File: src/rtl/soc_uart_pkg.sv
// soc_uart_pkg: shared constants for the soc_uart peripheral.
//   - register addresses on the IO bus
//   - CTRL register bit positions (read layout and write-1-to-clear bits)
//   - interrupt source IDs
//   - 2-bit engine state encoding shared by the RX and TX engines
package soc_uart_pkg;

  localparam logic [2:0] ADDR_CTRL  = 3'd0;
  localparam logic [2:0] ADDR_RXBUF = 3'd1;
  localparam logic [2:0] ADDR_TXBUF = 3'd2;

  // CTRL read layout; bit 1 reads TX_BUSY but a written 1 clears TX_DONE.
  localparam int CTRL_RX_AVAIL   = 0;
  localparam int CTRL_TX_BUSY    = 1;
  localparam int CTRL_TX_DONE_CL = 1;
  localparam int CTRL_RX_OVERRUN = 2;
  localparam int CTRL_FRAME_ERR  = 3;
  localparam int CTRL_RX_IRQ_EN  = 4;
  localparam int CTRL_TX_IRQ_EN  = 5;

  localparam logic [2:0] IRQ_ID_NONE = 3'b000;
  localparam logic [2:0] IRQ_ID_RX   = 3'b001;
  localparam logic [2:0] IRQ_ID_TX   = 3'b010;

  typedef enum logic [1:0] {
    ST_IDLE  = 2'd0,
    ST_START = 2'd1,
    ST_DATA  = 2'd2,
    ST_STOP  = 2'd3
  } uart_state_e;

endpackage

File: src/rtl/soc_uart_rx.sv
// soc_uart_rx: 8N1 serial receiver.
//   clk, reset      : system clock, synchronous active-low reset
//   rx_in           : asynchronous serial line, idle high
//   rx_data         : received byte, valid while rx_valid is high
//   rx_valid        : one-cycle pulse at the stop-bit mid-point
//   rx_frame_err    : qualifies rx_valid; stop bit was sampled low
//   rx_state        : current engine state (exposed for debug)
module soc_uart_rx
  import soc_uart_pkg::*;
#(
  parameter int CLKS_PER_BIT = 416
) (
  input  logic        clk,
  input  logic        reset,
  input  logic        rx_in,
  output logic [7:0]  rx_data,
  output logic        rx_valid,
  output logic        rx_frame_err,
  output uart_state_e rx_state
);

  localparam int CW = $clog2(CLKS_PER_BIT);
  localparam logic [CW-1:0] LAST      = CW'(CLKS_PER_BIT - 1);
  localparam logic [CW-1:0] HALF_LAST = CW'(CLKS_PER_BIT / 2 - 1);

  logic          rx_meta, rx_sync, rx_prev;
  uart_state_e   state_q, state_d;
  logic [CW-1:0] cnt_q, cnt_d;
  logic [2:0]    bit_q, bit_d;
  logic [7:0]    shift_q, shift_d;

  always_ff @(posedge clk) begin
    if (!reset) begin
      rx_meta <= 1'b1;
      rx_sync <= 1'b1;
      rx_prev <= 1'b1;
      state_q <= ST_IDLE;
      cnt_q   <= '0;
      bit_q   <= '0;
      shift_q <= '0;
    end else begin
      rx_meta <= rx_in;
      rx_sync <= rx_meta;
      rx_prev <= rx_sync;
      state_q <= state_d;
      cnt_q   <= cnt_d;
      bit_q   <= bit_d;
      shift_q <= shift_d;
    end
  end

  always_comb begin
    state_d      = state_q;
    cnt_d        = cnt_q;
    bit_d        = bit_q;
    shift_d      = shift_q;
    rx_valid     = 1'b0;
    rx_frame_err = 1'b0;
    case (state_q)
      ST_IDLE: begin
        if (rx_prev && !rx_sync) begin
          state_d = ST_START;
          cnt_d   = '0;
        end
      end
      ST_START: begin
        // Half a bit in: still low means a real start bit, else a glitch.
        if (cnt_q == HALF_LAST) begin
          cnt_d   = '0;
          bit_d   = '0;
          state_d = rx_sync ? ST_IDLE : ST_DATA;
        end else begin
          cnt_d = cnt_q + 1'b1;
        end
      end
      ST_DATA: begin
        if (cnt_q == LAST) begin
          cnt_d   = '0;
          shift_d = {rx_sync, shift_q[7:1]};
          if (bit_q == 3'd7) state_d = ST_STOP;
          else               bit_d   = bit_q + 1'b1;
        end else begin
          cnt_d = cnt_q + 1'b1;
        end
      end
      ST_STOP: begin
        if (cnt_q == LAST) begin
          cnt_d        = '0;
          rx_valid     = 1'b1;
          rx_frame_err = ~rx_sync;
          state_d      = ST_IDLE;
        end else begin
          cnt_d = cnt_q + 1'b1;
        end
      end
    endcase
  end

  assign rx_data  = shift_q;
  assign rx_state = state_q;

endmodule

File: src/rtl/soc_uart.sv
// soc_uart: memory-mapped 8N1 UART with CTRL / RXBUF / TXBUF registers.
//   clk, reset         : system clock, synchronous active-low reset
//   cs                 : chip select, active low
//   wr, addr, in_data  : write port (wr active low, edge-detected)
//   rd_strobe, rd_busy : read handshake, out_data is the registered result
//   rx_in, tx_out      : serial lines, idle high
//   irq, irq_id        : level interrupt and source (RX has priority)
//   debug              : {TX_BUSY, RX_AVAIL, RX_OVERRUN, FRAME_ERR, tx_state, rx_state}
//
// Read handshake: a read is accepted in any cycle where cs=0, rd_strobe=1 and
// rd_busy=0. The next cycle rd_busy is high for exactly one cycle and out_data
// already carries the selected value; out_data then holds until the next
// accepted read. Strobes seen while rd_busy=1 are dropped, not queued.
module soc_uart
  import soc_uart_pkg::*;
#(
  parameter int CLKS_PER_BIT = 416
) (
  input  logic       clk,
  input  logic       reset,
  input  logic       cs,
  output logic       rd_busy,
  input  logic       rd_strobe,
  input  logic       wr,
  input  logic       rx_in,
  output logic       tx_out,
  input  logic [2:0] addr,
  output logic [7:0] out_data,
  input  logic [7:0] in_data,
  output logic       irq,
  output logic [2:0] irq_id,
  output logic [7:0] debug
);

  localparam int CW = $clog2(CLKS_PER_BIT);
  localparam logic [CW-1:0] LAST = CW'(CLKS_PER_BIT - 1);

  logic [7:0]  rx_data;
  logic        rx_valid, rx_frame_err;
  uart_state_e rx_state;

  soc_uart_rx #(.CLKS_PER_BIT(CLKS_PER_BIT)) u_rx (
    .clk          (clk),
    .reset        (reset),
    .rx_in        (rx_in),
    .rx_data      (rx_data),
    .rx_valid     (rx_valid),
    .rx_frame_err (rx_frame_err),
    .rx_state     (rx_state)
  );

  logic rx_avail, rx_overrun, frame_err, tx_done, rx_irq_en, tx_irq_en;
  logic [7:0] rx_buf;
  logic wr_act_q;

  uart_state_e   tx_state_q, tx_state_d;
  logic [CW-1:0] tx_cnt_q, tx_cnt_d;
  logic [2:0]    tx_bit_q, tx_bit_d;
  logic [7:0]    tx_shift_q, tx_shift_d;
  logic          tx_out_d, tx_done_set;

  // A held write asserts wr_act for many cycles but only its first is taken.
  logic wr_act, wr_acc, wr_ctrl, wr_tx, tx_busy, tx_start;
  logic rd_acc, rd_rxbuf, irq_rx, irq_tx;
  logic [7:0] ctrl_val, rd_mux;

  assign wr_act   = !cs && !wr;
  assign wr_acc   = wr_act && !wr_act_q;
  assign wr_ctrl  = wr_acc && (addr == ADDR_CTRL);
  assign wr_tx    = wr_acc && (addr == ADDR_TXBUF);
  assign tx_busy  = (tx_state_q != ST_IDLE);
  assign tx_start = wr_tx && !tx_busy;
  assign rd_acc   = !cs && rd_strobe && !rd_busy;
  assign rd_rxbuf = rd_acc && (addr == ADDR_RXBUF);
  assign irq_rx   = rx_avail && rx_irq_en;
  assign irq_tx   = tx_done && tx_irq_en;

  assign ctrl_val = {2'b00, tx_irq_en, rx_irq_en, frame_err, rx_overrun, tx_busy, rx_avail};

  always_comb begin
    rd_mux = 8'h00;
    case (addr)
      ADDR_CTRL:  rd_mux = ctrl_val;
      ADDR_RXBUF: rd_mux = rx_buf;
      default:    rd_mux = 8'h00;
    endcase
  end

  always_ff @(posedge clk) begin
    if (!reset) begin
      wr_act_q   <= 1'b0;
      rd_busy    <= 1'b0;
      out_data   <= 8'h00;
      rx_avail   <= 1'b0;
      rx_overrun <= 1'b0;
      frame_err  <= 1'b0;
      tx_done    <= 1'b0;
      rx_irq_en  <= 1'b0;
      tx_irq_en  <= 1'b0;
      rx_buf     <= 8'h00;
      irq        <= 1'b0;
      irq_id     <= IRQ_ID_NONE;
    end else begin
      wr_act_q <= wr_act;
      rd_busy  <= rd_acc;
      if (rd_acc) out_data <= rd_mux;
      if (wr_ctrl) begin
        rx_irq_en <= in_data[CTRL_RX_IRQ_EN];
        tx_irq_en <= in_data[CTRL_TX_IRQ_EN];
        if (in_data[CTRL_FRAME_ERR])  frame_err  <= 1'b0;
        if (in_data[CTRL_RX_OVERRUN]) rx_overrun <= 1'b0;
        if (in_data[CTRL_TX_DONE_CL]) tx_done    <= 1'b0;
      end
      if (tx_start)    tx_done <= 1'b0;
      if (tx_done_set) tx_done <= 1'b1;
      // A byte landing in the same cycle as an RXBUF read replaces the
      // buffer, so RX_AVAIL stays set instead of reporting an overrun.
      if (rx_valid) begin
        if (rx_frame_err) frame_err <= 1'b1;
        if (!rx_avail || rd_rxbuf) begin
          rx_buf   <= rx_data;
          rx_avail <= 1'b1;
        end else begin
          rx_overrun <= 1'b1;
        end
      end else if (rd_rxbuf) begin
        rx_avail <= 1'b0;
      end
      irq    <= irq_rx || irq_tx;
      irq_id <= irq_rx ? IRQ_ID_RX : (irq_tx ? IRQ_ID_TX : IRQ_ID_NONE);
    end
  end

  always_ff @(posedge clk) begin
    if (!reset) begin
      tx_state_q <= ST_IDLE;
      tx_cnt_q   <= '0;
      tx_bit_q   <= '0;
      tx_shift_q <= '0;
      tx_out     <= 1'b1;
    end else begin
      tx_state_q <= tx_state_d;
      tx_cnt_q   <= tx_cnt_d;
      tx_bit_q   <= tx_bit_d;
      tx_shift_q <= tx_shift_d;
      tx_out     <= tx_out_d;
    end
  end

  always_comb begin
    tx_state_d  = tx_state_q;
    tx_cnt_d    = tx_cnt_q;
    tx_bit_d    = tx_bit_q;
    tx_shift_d  = tx_shift_q;
    tx_done_set = 1'b0;
    case (tx_state_q)
      ST_IDLE: begin
        if (tx_start) begin
          tx_state_d = ST_START;
          tx_cnt_d   = '0;
          tx_shift_d = in_data;
        end
      end
      ST_START: begin
        if (tx_cnt_q == LAST) begin
          tx_state_d = ST_DATA;
          tx_cnt_d   = '0;
          tx_bit_d   = '0;
        end else begin
          tx_cnt_d = tx_cnt_q + 1'b1;
        end
      end
      ST_DATA: begin
        if (tx_cnt_q == LAST) begin
          tx_cnt_d   = '0;
          tx_shift_d = {1'b0, tx_shift_q[7:1]};
          if (tx_bit_q == 3'd7) tx_state_d = ST_STOP;
          else                  tx_bit_d   = tx_bit_q + 1'b1;
        end else begin
          tx_cnt_d = tx_cnt_q + 1'b1;
        end
      end
      ST_STOP: begin
        if (tx_cnt_q == LAST) begin
          tx_cnt_d    = '0;
          tx_state_d  = ST_IDLE;
          tx_done_set = 1'b1;
        end else begin
          tx_cnt_d = tx_cnt_q + 1'b1;
        end
      end
    endcase
    // tx_out is registered from the next state so the line is glitch-free.
    case (tx_state_d)
      ST_START: tx_out_d = 1'b0;
      ST_DATA:  tx_out_d = tx_shift_d[0];
      default:  tx_out_d = 1'b1;
    endcase
  end

  assign debug = {tx_busy, rx_avail, rx_overrun, frame_err, tx_state_q, rx_state};

endmodule

File: config.mk
export PLATFORM = sky130hd
export DESIGN_NAME = soc_uart
export DESIGN_NICKNAME = d
export VERILOG_FILES = /design/src/rtl/soc_uart_pkg.sv /design/src/rtl/soc_uart_rx.sv /design/src/rtl/soc_uart.sv
export SDC_FILE = /design/constraint.sdc
export NUM_CORES = 1
export LEC_CHECK = 0
export ABC_AREA = 1
export BUFFER_PORTS_ARGS = -buffer_cell sky130_fd_sc_hd__buf_4
export CORE_MARGIN = 10
export CORE_UTILIZATION = 62
export DETAILED_ROUTE_END_ITERATION = 10
export PLACE_DENSITY_LB_ADDON = 0.1
export SYNTH_ARGS = -nofsm -noshare
export SYNTH_HDL_FRONTEND = slang
export SYNTH_SLANG_ARGS = --single-unit
File: constraint.sdc
create_clock -name clk -period 2.5 [get_ports clk]
set_input_delay 0.75 -clock clk [delete_from_list [all_inputs] [get_ports clk]]
set_output_delay 0.75 -clock clk [all_outputs]
set_load 0.05 [all_outputs]
==> results of run 1 <==
## stage by stage
| step | power, mW | instance area (µm²) | hold WS [ns] | utilization (%) |
|---|---|---|---|---|
| floorplan | 1.437 | 3505 | 0.3925 | - |
| global placement | 1.501 | 3806 | 0.4349 | 69.12 |
| detailed placement | 1.509 | 3806 | 0.4372 | 69.12 |
| CTS | 2.473 | 4016 | 0.4498 | 72.94 |
| global route | 2.564 | 4016 | 0.4657 | 72.94 |
| finish | 2.459 | 4016 | 0.4500 | 72.94 |
## worst max path at each step
stage	from	depth (start not counted)	endpoint
floorplan	tx_state_q[0]	3	debug[7]
global placement	addr[0]	10	tx_out
detailed placement	cs	8	tx_shift_q[6]
CTS	tx_state_q[0]	3	debug[7]
global route	tx_state_q[0]	3	debug[7]
finish	tx_state_q[0]	3	debug[7]
## metal layers
| layer | global-route usage [%] | vias up |
|---|---|---|
| met5 | 0 | - |
| met4 | 6.608 | 0 |
| met3 | 4.870 | 13 |
| met2 | 30.11 | 76 |
| met1 | 20.81 | 1433 |
| li1 | - | 1638 |
## cell families (layout without fill, tap and decap cells)
logic type | after synthesis | count (layout) | synth area share, %
AO/OA/AOI/OAI | 92 | 92 | 14.96
XOR/XNOR | 1 | 1 | 0.2500
adder cells (fa/ha/maj) | 6 | 6 | 2.142
buffers and inverters | 79 | 121 | 9.711
flip-flops | 75 | 75 | 42.84
other | 1 | 1 | 0.1070
AND/OR/NAND/NOR | 232 | 232 | 29.99
## worst max-delay path: cells and delay by family (launching register included)
family        cells  cell delay [ns]
flops             1             0.37
buf+inv           2             0.37
simple gates      1             0.30
## placed cells by master, fill, tap and decap left out, types with 2 or more instances in the layout
| master | count |
|---|---|
| inv_1 | 56 |
| inv_2 | 6 |
| clkinvlp_4 | 3 |
| nand3_1 | 31 |
| a31oi_1 | 8 |
| nor2_2 | 3 |
| a21oi_1 | 34 |
| o21ai_1 | 14 |
| buf_4 | 41 |
| clkbuf_8 | 10 |
| o21ai_0 | 21 |
| nand4_1 | 5 |
| o22ai_1 | 3 |
| nand2_1 | 120 |
| nor3_1 | 6 |
| or2_2 | 4 |
| ha_1 | 6 |
| nand2_4 | 2 |
| a22oi_1 | 7 |
| nor2_1 | 44 |
| nand3_2 | 4 |
| dfxtp_1 | 75 |
| nand2_2 | 6 |
| nor2_4 | 5 |
## state kept, by name, summed over array words and instances, names as in the netlist, 2 cells and up, named ones only
| signal | count |
|---|---|
| tx_cnt_q | 9 |
| out_data | 8 |
| irq_id | 2 |
| u_rx.bit_q | 3 |
| tx_bit_q | 3 |
| u_rx.rx_data | 8 |
| rx_buf | 8 |
| tx_state_q | 2 |
| tx_shift_q | 8 |
| u_rx.cnt_q | 9 |
## power groups by stage
stage / clock (mW) / sequential (mW) / combinational (mW)
2_1_floorplan: 0 / 1.28 / 0.158
3_3_place_gp: 0 / 1.27 / 0.234
3_5_place_dp: 0 / 1.27 / 0.242
4_1_cts: 0.990 / 1.24 / 0.244
5_1_grt: 1.05 / 1.24 / 0.271
6_report: 0.977 / 1.24 / 0.242
## area by class of cell
cell class                 count  area share, %
inverter                      64          6.075
clock buffer                  10          3.427
timing repair buffer          41          7.664
clock inverter                 6          1.807
tap                           72          2.243
sequential                    75          37.38
multi-input combinational    332          41.40
==> flow_summary.yaml, run 1 <==
worst_setup_path:
  reg2reg_slack_ns: 0.84
  critPathCaptureType: "output pin"
  critPathSlowestCell: "dfxtp_1"
  cp_slowest_stage_delay_ns: 0.37
  cp-start-kind: "register"
  worst-setup-path-type: "reg2out"
  cp_data_required_time_ns: 1.75
  r2r-start: "u_rx.cnt_q[0]"
  crit_fanout: 7
  cp.arrival_ns: 1.39
  worstRegToRegCells: 9
  path_cells: "nor2_1, inv_2, buf_4"
  worstReg2RegEnd: "rx_buf[5]"
placed_design:
  preCtsSetupSlack_ns: 0.5325
  globalplace.congestion: 0.8311
  placedCellCount: 584
  hpwlAfterDp_um: 5665
  port_buffers: 37
run_status:
  status: "finished clean"
route:
  ant_nets: 0
  route.met3.wl_um: 495
  routed_via_density: 5.267
  wl_per_cell_um: 12.89
  drc: 0
  top_layer: "met4"
  dr.pass1.iters: 5
  wl_met1_um: 3315
  drt-total-wl_um: 7733
  first_iter_violations: 203
  dr_total_vias: 3160
  met2_length_um: 3818
finish:
  antenna_cells: 0
  stdcell_count: 600
  areaGrowthSynthToFinish_pct: 14.60
  drive_gt1_share_pct: 17.99
  multi_input_area_mm2: 0.001663
  nets: 546
  seqCellArea_mm2: 0.001501
  fill_cells: 485
power_and_ir_drop:
  p_leak_nw: 1.700
  power_switching_uw: 658.9
  power_frac_seq_pct: 50.4
  p_int_mw: 1.800
  combinationalPowerShare_pct: 9.9
  max-vdd-ir-drop_uv: 471.0
  clockPowerShare_pct: 39.7
  p_per_area_mw_per_mm2: 612.3
  sw_frac_of_total_pct: 26.79
hold_path:
  holdPathStages: 2
  min_to: "rx_buf[0]"
  worstHoldStart: "rx_buf[0]"
  hold_class: "reg2reg"
clock_network:
  clk_path_buf_depth: 2
  hold_buffers: 0
  post_cts_buffers: 0
  tritoncts: "done"
  h-tree-depth: 3
  numCtsBuffers: 9
  clk_pin_slew_ns: 0.08
  clock-sinks: 75
  postCtsResizedCells: 0
  root_buffer: "clkbuf_8"
  clock_latency_ns: 0.35
timing:
  timing.slew.headroom_pct: 65.27
  hold_viol: 0
  clock_skew_ns: 0.01425
  post-route-min-period_ns: 2.144
  fin_crit_sh_pct: 85.76
  worst_slack_ns: 0.3560
  fmax_mhz: 466.4
  tns_ns: 0
  setup_viol_count_final: 0
  worstMarginPinSlew_ns: 0.5204
  rsz0062_at_grt: "no"
  report.final.slew_viol_count: 0
logic_synthesis:
  yosysWarnings: 0
  yosysTopAreaCell: "dfxtp_1"
  syn_inst: 486
  yosysMostFrequentCell: "nand2_1"
  syn_area_mm2: 0.003505
  synth_edf_count: 0
  synth_commonest_cells: "nand2_1, dfxtp_1, inv_1"
  synth_area_per_cell_um2: 7.211
  synthArstFlopShare_pct: 0
  yosys_register_bits: 75
  synth_area_leaders: "dfxtp_1, nand2_1, inv_1, a21oi_1, nor2_1"
  yosysTopAreaCellShare_pct: 42.84
  ys_seq_area_share_pct: 42.84
  syn_nets: 509
  synth_cell_types: 37
  synth-main-ff-cell: "dfxtp_1"
die:
  die_w_um: 95.19
  start_util_pct: 63.64
  num_io_pins: 39
  die_area_mm2: 0.009060
  core-area_mm2: 0.005507
  die_h_um: 95.19
  rows: 27
global_route:
  grt_start_max_net_pins: 35
  grt_use_total_pct: 17.72
  antenna_found_initial: 0
  grt_pass1_vias: 2949
  grt_pass1_wl_um: 13200
  grt-ovfl-total: 0
run:
  cap_violations: 0
Power figures use the tool's default switching activity.
==> run 2, diff against run 1 <==
Settings changed: BUFFER_PORTS_ARGS -buffer_cell sky130_fd_sc_hd__buf_4 to -buffer_cell sky130_fd_sc_hd__buf_2.
==> flow_summary.yaml, run 2 (synthesis gave the netlist of run 1 again) <==
run_status:
  status: "finished clean"
finish:
  final_core_util_pct: 71.48
  final_cell_mix: "nand2_1, dfxtp_1, inv_1, nor2_1, buf_2"
  antenna_cells: 0
  fill_cells: 472
  nets: 546
  seqCellArea_mm2: 0.001501
  reg.largest.list: "tx_cnt_q x9, u_rx.cnt_q x9"
  layout_commonest_cell: "nand2_1"
  drive_gt1_share_pct: 17.99
  areaGrowthSynthToFinish_pct: 12.32
  multi_input_area_mm2: 0.001663
placed_design:
  globalplace.congestion: 0.8549
  hpwlAfterDp_um: 5343
  port_buffers: 37
power_and_ir_drop:
  p_per_area_mw_per_mm2: 640.6
  p_leak_nw: 1.700
  max-vdd-ir-drop_uv: 445.8
global_route:
  grt_use_total_pct: 17.03
  grt_pass1_vias: 2881
  antenna_found_initial: 0
  grt_pass1_wl_um: 12590
  grt-ovfl-total: 0
  grt_start_max_net_pins: 35
worst_setup_path:
  worst-setup-path-type: "reg2out"
  critPathCaptureType: "output pin"
  crit_fanout: 7
  cp_data_required_time_ns: 1.75
  reg2reg_slack_ns: 0.82
  cp-start-kind: "register"
  cp.arrival_ns: 1.40
clock_network:
  numCtsBuffers: 9
  clock_latency_ns: 0.35
  hold_buffers: 0
  clock-sinks: 75
  clk_path_buf_depth: 2
  h-tree-depth: 3
  post_cts_buffers: 0
  tritoncts: "done"
  clk_pin_slew_ns: 0.08
  postCtsResizedCells: 0
  root_buffer: "clkbuf_8"
run:
  cap_violations: 0
route:
  routed_via_density: 5.203
  dr.pass1.iters: 5
  wl_per_cell_um: 12.34
  drc: 0
  ant_nets: 0
  drt-total-wl_um: 7403
  dr_total_vias: 3122
  first_iter_violations: 148
timing:
  hold_ws_ns: 0.4401
  rsz0062_at_grt: "no"
  hold_viol: 0
  setup_viol_count_final: 0
  fin_crit_sh_pct: 85.97
  tns_ns: 0
  report.final.slew_viol_count: 0
  clock_skew_ns: 0.009799
  fmax_mhz: 465.3
  post-route-min-period_ns: 2.149
die:
  die_area_mm2: 0.009060
  start_util_pct: 63.64
  core-area_mm2: 0.005507
  num_io_pins: 39
  die_h_um: 95.19
  rows: 27
  die_w_um: 95.19
hold_path:
  hold_class: "reg2reg"
==> run 2: cell count changes in the layout (fill, tap and decap cells not counted) <==
cell        change
buf_2          +37
buf_4          -37
clkinvlp_4      -2
bufinv_16       +1
clkbuf_8        -1
clkinv_2        +1
clkinv_4        +1
inv_6           +1
inv_8           -1
==> run 2: stage by stage <==
step	cells	cell area, µm²	setup WS [ns]	power, mW
after global placement	584	3714	0.6015	1.491
after CTS	600	3936	0.3067	2.539
after floorplan	486	3505	0.5581	1.437
final	600	3936	0.3507	2.522
after detailed placement	584	3714	0.5595	1.499
after global routing	600	3936	0.2331	2.611
==> run 2: layer usage <==
metal  vias up  wire length [µm]  track usage, %
li1       1649                 -               -
met5         -                 0               0
met2        59              3593           28.47
met3        15               379           5.892
met4         0               136           7.107
met1      1399              3294           19.40
==> run 2: final timing paths <==
check                 from      endpoint  depth (start not counted)
max          tx_state_q[0]      debug[7]                          3
min           u_rx.rx_meta  u_rx.rx_sync                          1
max reg2reg  u_rx.cnt_q[0]     rx_buf[2]                          9
min reg2reg   u_rx.rx_meta  u_rx.rx_sync                          1
==> run 2: layout make-up <==
type                    instances  share of cell area (%)
clock inverters                 7                   2.511
repair buffers                 41                   5.467
multi-input cells             332                   42.24
clock buffers                   9                   3.147
inverters                      64                   6.198
well taps                      72                   2.289
flip-flops and latches         75                   38.14
==> run 2: where the power goes <==
| group | switching, mW | total, mW | internal [mW] |
|---|---|---|---|
| Combinational | 0.157 | 0.231 | 0.0747 |
| Sequential | 0.0225 | 1.24 | 1.22 |
| Clock | 0.482 | 1.05 | 0.569 |
| Total | 0.661 | 2.52 | 1.86 |
==> run 2: worst max-delay path, cell delays in order (launching register included) <==
cell,delay (ns)
dfxtp_1,0.36
nor2_1,0.29
inv_2,0.15
buf_2,0.24
==> run 3, diff against run 2 <==
Settings changed: CORE_UTILIZATION 62 to 58.
Clock period 2.5 ns to 2.35 ns, I/O delays scaled along.
==> flow_summary.yaml, run 3 (synthesis gave the netlist of run 1 again) <==
power_and_ir_drop:
  p_total_mw: 2.599
  p_per_area_mw_per_mm2: 660.9
  p_leak_nw: 1.702
  max-vdd-ir-drop_uv: 528.3
run_status:
  status: "finished clean"
hold_path:
  hold_class: "reg2reg"
  worstHoldStart: "u_rx.rx_meta"
  min_to: "u_rx.rx_sync"
  holdPathStages: 1
placed_design:
  port_buffers: 37
  hpwlAfterDp_um: 5499
  preCtsSetupSlack_ns: 0.4010
  globalplace.congestion: 0.8681
route:
  routed_via_density: 5.147
  ant_nets: 0
  drt-total-wl_um: 7513
  wl_per_cell_um: 12.44
  dr.pass1.iters: 4
  first_iter_violations: 123
  dr_total_vias: 3109
  drc: 0
worst_setup_path:
  worstRegToRegCells: 9
  cp.arrival_ns: 1.38
  path_cells: "nor2_1, inv_2, buf_2"
  r2r-start: "u_rx.cnt_q[0]"
  worst-setup-path-type: "reg2out"
  crit_fanout: 7
  worstReg2RegEnd: "rx_buf[6]"
  reg2reg_slack_ns: 0.68
  critPathSlowestCell: "dfxtp_1"
  cp-start-kind: "register"
  cp_data_required_time_ns: 1.64
  critPathCaptureType: "output pin"
  cp_slowest_stage_delay_ns: 0.37
die:
  die_h_um: 97.74
  start_util_pct: 59.55
  core-area_mm2: 0.005886
  rows: 28
  die_w_um: 97.74
  num_io_pins: 39
  die_area_mm2: 0.009552
global_route:
  antenna_found_initial: 0
  grt_pass1_wl_um: 13130
  grt_use_total_pct: 16.04
  grt_pass1_vias: 2926
  grt-ovfl-total: 0
  grt_start_max_net_pins: 35
timing:
  rsz0062_at_grt: "no"
  setup_viol_count_final: 0
  hold_ws_ns: 0.4441
  hold_viol: 0
  fmax_mhz: 479.6
  worst_slack_ns: 0.2650
  report.final.slew_viol_count: 0
  fin_crit_sh_pct: 88.72
  clock_skew_ns: 0.01161
  post-route-min-period_ns: 2.085
  tns_ns: 0
finish:
  seqCellArea_mm2: 0.001501
  nets: 547
  fill_cells: 550
  layout_commonest_cell: "nand2_1"
  final_core_util_pct: 66.82
  areaGrowthSynthToFinish_pct: 12.21
  multi_input_area_mm2: 0.001663
  reg.largest.list: "tx_cnt_q x9, u_rx.cnt_q x9"
  final_cell_mix: "nand2_1, dfxtp_1, inv_1, nor2_1, buf_2"
  drive_gt1_share_pct: 18.15
  antenna_cells: 0
clock_network:
  clk_path_buf_depth: 2
  clk_pin_slew_ns: 0.08
  tritoncts: "done"
  post_cts_buffers: 0
  clock_latency_ns: 0.36
  numCtsBuffers: 9
  root_buffer: "clkbuf_8"
  hold_buffers: 0
  h-tree-depth: 3
  clock-sinks: 75
  postCtsResizedCells: 0
run:
  cap_violations: 0
run 3: cell count changes in the layout (fill, tap and decap cells not counted), sizes merged:
cell	previous run	this run
inv	65	66
clkbuf	9	10
buf	41	42
clkinvlp	1	0
bufinv	2	1
run 3: how the worst max path moves through the flow:
| stage | startpoint | to |
|---|---|---|
| floorplan | tx_state_q[0] | debug[7] |
| global route | tx_state_q[0] | debug[7] |
| CTS | tx_state_q[0] | debug[7] |
| global placement | addr[0] | tx_out |
| detailed placement | cs | tx_out |
| finish | tx_state_q[0] | debug[7] |
run 3: where the power goes:
group / internal [mW] / switching [mW] / total (mW) / leakage, nW
logic: 0.0807 / 0.166 / 0.246 / 0.988
clock network: 0.531 / 0.505 / 1.04 / 0.108
registers: 1.29 / 0.0229 / 1.32 / 0.606
total: 1.91 / 0.693 / 2.60 / 1.70
run 3: cell type report:
type | instances | share of cell area [%]
clock buffers | 10 | 3.500
clock inverters | 6 | 1.782
inverters | 64 | 6.204
multi-input cells | 332 | 42.28
flip-flops and latches | 75 | 38.18
well taps | 75 | 2.386
repair buffers | 42 | 5.663
run 3: through the flow:
step	instances	cell area, µm²
floorplan	486	3505
global placement	588	3725
detailed placement	588	3725
CTS	604	3933
global route	604	3933
finish	604	3933
run 3: metal layers:
layer | GRT usage, % | vias up | part of all wire, % | routed length (µm)
met5 | 0 | - | 0 | 0
met4 | 8.725 | 0 | 2.4 | 180
met1 | 18.73 | 1396 | 45 | 3363
li1 | - | 1647 | - | -
met3 | 3.665 | 16 | 3.9 | 293
met2 | 26.67 | 50 | 49 | 3675
run 3: worst max-delay path, delay by kind of cell, from the launching register on:
kind                   cells  cell delay [ns]
buffers and inverters      2             0.38
DFF                        1             0.37
and+or+nand+nor            1             0.27
